===== config.mk =====
export PLATFORM = sky130hd
export DESIGN_NAME = ps2_mouse_packet
export DESIGN_NICKNAME = d
export VERILOG_FILES = /design/src/rtl/ps2_mouse_packet_pkg.sv /design/src/rtl/ps2_mouse_packet_gap_timer.sv /design/src/rtl/ps2_mouse_packet.sv
export SDC_FILE = /design/constraint.sdc
export NUM_CORES = 1
export LEC_CHECK = 0
export ABC_AREA = 1
export CAP_MARGIN = 20
export CELL_PAD_IN_SITES_DETAIL_PLACEMENT = 2
export CELL_PAD_IN_SITES_GLOBAL_PLACEMENT = 2
export CORE_MARGIN = 2
export CORE_UTILIZATION = 30
export DETAILED_ROUTE_END_ITERATION = 8
export HOLD_SLACK_MARGIN = 0.08
export PLACE_DENSITY_LB_ADDON = 0.25
export RECOVER_POWER = 25
export SLEW_MARGIN = 20
export SYNTH_ARGS = -nofsm -noshare
export SYNTH_HDL_FRONTEND = slang
export SYNTH_SLANG_ARGS = --single-unit

===== constraint.sdc =====
create_clock -name clk_sys -period 1.79 [get_ports clk_sys]
set_input_delay 0.537 -clock clk_sys [delete_from_list [all_inputs] [get_ports clk_sys]]
set_output_delay 0.537 -clock clk_sys [all_outputs]
set_load 0.02 [all_outputs]

===== src/rtl/ps2_mouse_packet_pkg.sv =====
// ---------------------------------------------------------------------------
// ps2_mouse_packet_pkg
// Shared definitions for the PS/2 mouse packet assembler and its consumers:
//   - status byte bit positions (buttons L/R/M occupy bits 0..2)
//   - field offsets inside the 25-bit ps2_mouse bus
//   - overflow saturation helper for one movement byte
// ---------------------------------------------------------------------------
package ps2_mouse_packet_pkg;

  // Status byte bit positions
  localparam int SYNC = 3;  // always 1 in a genuine first byte
  localparam int XS   = 4;  // X sign
  localparam int YS   = 5;  // Y sign
  localparam int XO   = 6;  // X overflow
  localparam int YO   = 7;  // Y overflow

  // ps2_mouse bus layout: {TOGGLE, DY[7:0], DX[7:0], ST[7:0]}
  localparam int TOGGLE = 24;
  localparam int DY_LSB = 16;
  localparam int DX_LSB = 8;
  localparam int ST_LSB = 0;

  // Clamp a 9-bit signed delta {sign, delta} to its extreme when the mouse
  // reports overflow: negative -> -256 (low byte 00), positive -> +255 (FF).
  // The sign bit lives in the status byte and is never modified here.
  function automatic logic [7:0] sat_delta(input logic       ovf,
                                           input logic       sign,
                                           input logic [7:0] delta);
    if (ovf) begin
      sat_delta = sign ? 8'h00 : 8'hFF;
    end else begin
      sat_delta = delta;
    end
  endfunction

endpackage


===== src/rtl/ps2_mouse_packet_gap_timer.sv =====
// ---------------------------------------------------------------------------
// ps2_gap_timer
// Inter-byte gap counter. Counts while enabled, holds at CYCLES, and reports
// expiry while enabled and the count has reached CYCLES.
// Ports:
//   clk_sys  in   system clock
//   reset_n  in   asynchronous active-low reset
//   clr      in   synchronous clear (has priority over counting)
//   en       in   count enable
//   expire   out  gap limit reached (only while en)
// ---------------------------------------------------------------------------
module ps2_gap_timer #(
  parameter int unsigned CYCLES = 96000
) (
  input  logic clk_sys,
  input  logic reset_n,
  input  logic clr,
  input  logic en,
  output logic expire
);

  localparam int W = $clog2(CYCLES + 1);
  localparam logic [W-1:0] LIMIT = W'(CYCLES);
  localparam logic [W-1:0] ONE   = W'(1);

  logic [W-1:0] count;

  // Gap counter: clear wins, otherwise count up to LIMIT and hold there
  always_ff @(posedge clk_sys or negedge reset_n) begin
    if (!reset_n) begin
      count <= '0;
    end else if (clr) begin
      count <= '0;
    end else if (en && (count != LIMIT)) begin
      count <= count + ONE;
    end else begin
      count <= count;
    end
  end

  assign expire = en && (count == LIMIT);

endmodule


===== src/rtl/ps2_mouse_packet.sv =====
// ---------------------------------------------------------------------------
// ps2_mouse_packet
// Assembles 3-byte PS/2 mouse packets into the 25-bit ps2_mouse bus with
// sync recovery, inter-byte timeout, overflow saturation and a per-packet
// toggle in bit 24.
// Ports:
//   clk_sys    in   1   system clock
//   reset_n    in   1   asynchronous active-low reset
//   rx_valid   in   1   one-cycle strobe, rx_data holds a byte
//   rx_data    in   8   received byte
//   rx_err     in   1   parity/framing error (qualified by rx_valid)
//   ps2_mouse  out  25  {toggle, dY, dX, status}
//   drop_cnt   out  8   saturating count of discarded bytes/packets
// ---------------------------------------------------------------------------
module ps2_mouse_packet
  import ps2_mouse_packet_pkg::*;
#(
  parameter int unsigned TIMEOUT_CYCLES = 96000,
  parameter bit          SYNC_CHECK     = 1'b1
) (
  input  logic        clk_sys,
  input  logic        reset_n,
  input  logic        rx_valid,
  input  logic [7:0]  rx_data,
  input  logic        rx_err,
  output logic [24:0] ps2_mouse,
  output logic [7:0]  drop_cnt
);

  typedef enum logic [1:0] {
    WAIT_B0 = 2'd0,
    WAIT_B1 = 2'd1,
    WAIT_B2 = 2'd2
  } state_e;

  state_e     state;
  state_e     eff_state;
  state_e     next_state;
  logic [7:0] status_q;
  logic [7:0] dx_q;
  logic       expire;
  logic       good;
  logic       bad;
  logic       sync_fail;
  logic       accept;
  logic       pkt_done;
  logic       drop_ev;
  logic       timer_clr;
  logic       timer_en;

  // Gap timer runs only while a packet is partially received
  always_comb begin
    timer_en = (state == WAIT_B1) || (state == WAIT_B2);
  end

  ps2_gap_timer #(
    .CYCLES (TIMEOUT_CYCLES)
  ) u_gap_timer (
    .clk_sys (clk_sys),
    .reset_n (reset_n),
    .clr     (timer_clr),
    .en      (timer_en),
    .expire  (expire)
  );

  // Byte classification and next-state decode. A timeout first forces the
  // FSM back to WAIT_B0, so a byte arriving in that cycle is judged as a
  // fresh first-byte candidate.
  always_comb begin
    good      = rx_valid & ~rx_err;
    bad       = rx_valid & rx_err;
    eff_state = expire ? WAIT_B0 : state;
    sync_fail = good && (eff_state == WAIT_B0) && SYNC_CHECK && !rx_data[SYNC];
    accept    = good & ~sync_fail;
    pkt_done  = good && (eff_state == WAIT_B2);
    drop_ev   = expire | bad | sync_fail;
    next_state = eff_state;
    if (bad) begin
      next_state = WAIT_B0;
    end else if (accept) begin
      case (eff_state)
        WAIT_B0: next_state = WAIT_B1;
        WAIT_B1: next_state = WAIT_B2;
        WAIT_B2: next_state = WAIT_B0;
        default: next_state = WAIT_B0;
      endcase
    end else begin
      next_state = eff_state;
    end
    timer_clr = accept || (next_state == WAIT_B0);
  end

  // Packet FSM, byte capture, output bus and drop counter
  always_ff @(posedge clk_sys or negedge reset_n) begin
    if (!reset_n) begin
      state     <= WAIT_B0;
      status_q  <= 8'h00;
      dx_q      <= 8'h00;
      ps2_mouse <= 25'd0;
      drop_cnt  <= 8'h00;
    end else begin
      state <= next_state;
      if (accept && (eff_state == WAIT_B0)) begin
        status_q <= rx_data;
      end else begin
        status_q <= status_q;
      end
      if (accept && (eff_state == WAIT_B1)) begin
        dx_q <= rx_data;
      end else begin
        dx_q <= dx_q;
      end
      if (pkt_done) begin
        ps2_mouse[TOGGLE]            <= ~ps2_mouse[TOGGLE];
        ps2_mouse[DY_LSB+7:DY_LSB]   <= sat_delta(status_q[YO], status_q[YS], rx_data);
        ps2_mouse[DX_LSB+7:DX_LSB]   <= sat_delta(status_q[XO], status_q[XS], dx_q);
        ps2_mouse[ST_LSB+7:ST_LSB]   <= status_q;
      end else begin
        ps2_mouse <= ps2_mouse;
      end
      // Several drop causes in one cycle still count as a single drop
      if (drop_ev && (drop_cnt != 8'hFF)) begin
        drop_cnt <= drop_cnt + 8'd1;
      end else begin
        drop_cnt <= drop_cnt;
      end
    end
  end

endmodule


==> flow_summary.toml <==
[status]
status = "finished with violations"
violations = "negative setup slack"

[timing]
setup_violations = 55
setup_ws_ns = -0.320
max_slew_margin_pct = 33.2
period_needed_ns = 2.11
slew_viol_final = 0
max_freq_mhz = 474
whs_ns = 0.421
hold_viol_final = 0
clock-skew-final_ns = 0.0176
fin_crit_sh_pct = 118
rsz0062_at_grt = "yes"
tightest_slew_ns = 1.00

[worst_setup_path]
required_ns = 2.04
crit_fanout = 6
rrSetupSlack_ns = -0.32
critical_path_buf_inv_count = 3
path_class = "register to register"
max_stage_delay_ns = 0.44
arrival_ns = 2.36
critPathTopFamily = "simple AND/OR/NAND/NOR gates"
cp_cell_sequence = "nand2_1 -> inv_1 -> nand2_1 -> nor2_4 -> buf_4 -> nand2_8 -> nand2_2 -> inv_2 -> nand3_2 -> nor2_1 -> nand2_1 -> nand2_1 -> nor2_4"
worst_path_max_delay_cell = "dfrtp_1"
cpMostUsedCell = "nand2_1"
worstSetupEndpointType = "register"
critPathLaunchType = "register"

[synth]
ys_ff_latch = 68
synth_cells = 375
syn_area_sq_um = 3300
synth_edf_count = 0
ys_seq_area_share_pct = 51.6
yosysWarnings = 0
synth.avg_cell_area_sq_um = 8.79
synthArstFlopShare_pct = 100
synth_nets = 390
yosysUniqueCellTypes = 29
synth_ff_type = "dfrtp_1"

[global_routing]
first_global_vias = 3618
grt-ovfl-total = 0
grt_use_total_pct = 21.7
grt_pass1_wl_um = 19400
antenna_found_initial = 0
grt_start_max_net_pins = 69

[final_layout]
stdcell_area_sq_um = 5310
finalNonFillerCells = 636
area_delta_synth_final_pct = 61.0
fin_nets = 506
layout_common_cells = "70 x nand2_1, 68 x dfrtp_1, 41 x buf_4"
final_layout_size_suffix_gt1_share_pct = 42.3
diodes = 0
fill_cells = 1097
fin_util_pct = 49.2
mostFrequentLayoutCell = "nand2_1"

[pwr]
vdd_drop_max_uv = 556
p_leak_uw = 0.00246
p_per_area_nw_per_um2 = 1060

[routing]
viasPerCell = 4.97
wl_um = 13900
drc_errors = 0
dr.pass1.iters = 4
wl_per_cell_um = 21.9
drt_iter0_markers = 153
drtAntennaViolNets = 0
vias = 3159

[flow_run]
max_cap_violations = 0

[clock_network]
htreeDepth = 3
cts_hold_buf = 0
cts_tree = "built"
max-clock-path-buffers = 2
cts_sinks = 68
cts-root-buf = "clkbuf_8"
path_clk_slew_ns = 0.09
cts_made_buffers = 9
insertion_delay_ns = 0.36

[die]
coreArea_sq_um = 10800
die_area_sq_um = 11800
die_h_um = 109
die_w_um = 109
initial_core_util_pct = 30.5
io_pins = 45
core.rowCount = 38

[placed_design]
gp_congestion = 0.787
dpl_worst_slack_ns = -0.382
placed_cell_area_sq_um = 4240
portBuffers = 44
dp_hpwl_um = 7050
placed_cells = 596

[worst_hold_path]
holdCritPathClass = "input pin to async pin"
[area by class of cell]
class | instances | area (sq um) | share of cell area, %
inverters | 42 | 158 | 2.97
well taps | 140 | 175 | 3.30
multi-input cells | 257 | 1940 | 36.5
repair buffers | 113 | 1110 | 20.9
flip-flops and latches | 68 | 1700 | 32.1
clock inverters | 7 | 98.8 | 1.86
clock buffers | 9 | 124 | 2.33
[cells in the mapped netlist (5+ instances only)]
cell / number / area, sq um
nor3_1: 5 / 25.0
nand2_1: 112 / 420
nand4_1: 7 / 43.8
nor2_1: 23 / 86.3
buf_2: 6 / 30.0
o211ai_1: 16 / 120
nand3_1: 20 / 100
nor2_2: 11 / 68.8
xor2_1: 11 / 96.3
xnor2_1: 5 / 43.8
dfrtp_1: 68 / 1700
o21ai_0: 23 / 115
inv_1: 42 / 158
[timing repair]
item / 4_1_cts / 5_1_grt
pin swaps: 16 / 39
endpoints found under the setup margin: 90 / 59
gates cloned: 1 / 3
resized for setup: 114 / 95
setup buffers: 11 / 17
[per-stage QoR]
step	TNS [ns]	total power (uW)
5_1_grt	-9.90	5890
2_1_floorplan	0	3010
4_1_cts	-2.52	5330
3_5_place_dp	-16.42	3940
3_3_place_gp	-13.71	3870
6_report	-4.57	5640
[report_power, final]
part	internal [uW]	switching, uW
Clock	795	725
Sequential	1910	361
Combinational	749	1090
Total	3460	2180
[worst paths after layout]
path                                                        from                           endpoint  cells past startpoint
worst min register to register           status_q[3]$_DFFE_PN0P_            status_q[3]$_DFFE_PN0P_                      2
max in group asynchronous                                reset_n  u_gap_timer.count[13]$_DFFE_PN0P_                      2
worst max-delay path            u_gap_timer.count[8]$_DFFE_PN0P_  u_gap_timer.count[10]$_DFFE_PN0P_                     13
worst max register to register  u_gap_timer.count[8]$_DFFE_PN0P_  u_gap_timer.count[10]$_DFFE_PN0P_                     13
worst min-delay path                                     reset_n  u_gap_timer.count[16]$_DFFE_PN0P_                      2
min in group clk_sys                     status_q[3]$_DFFE_PN0P_            status_q[3]$_DFFE_PN0P_                      2
[layer usage]
layer | global-route usage, % | vias up | part of all wire (%)
met3 | 3.89 | 20 | 2.6
met2 | 38.5 | 64 | 53
met1 | 26.8 | 1634 | 42
li1 | - | 1441 | -
met4 | 7.05 | 0 | 1.7
met5 | 0 | - | 0
[kinds of logic (layout without fill, tap and decap cells)]
family          after synthesis  in the layout  share of synthesized area, %
xor+xnor                     16             16                          4.25
flops                        68             68                          51.6
simple gates                190            190                          27.4
mux                           3              3                          1.02
compound gates               45             45                          8.35
fa+ha+maj                     3              3                          1.14
buf+inv                      50            171                          6.15
[registers in the layout, summed over array words and instances, names as in the netlist]
name               count
u_gap_timer.count     17
dx_q                   8
status_q               8
ps2_mouse             25
drop_cnt               8
state                  2
(Power assumes the default switching activity.)
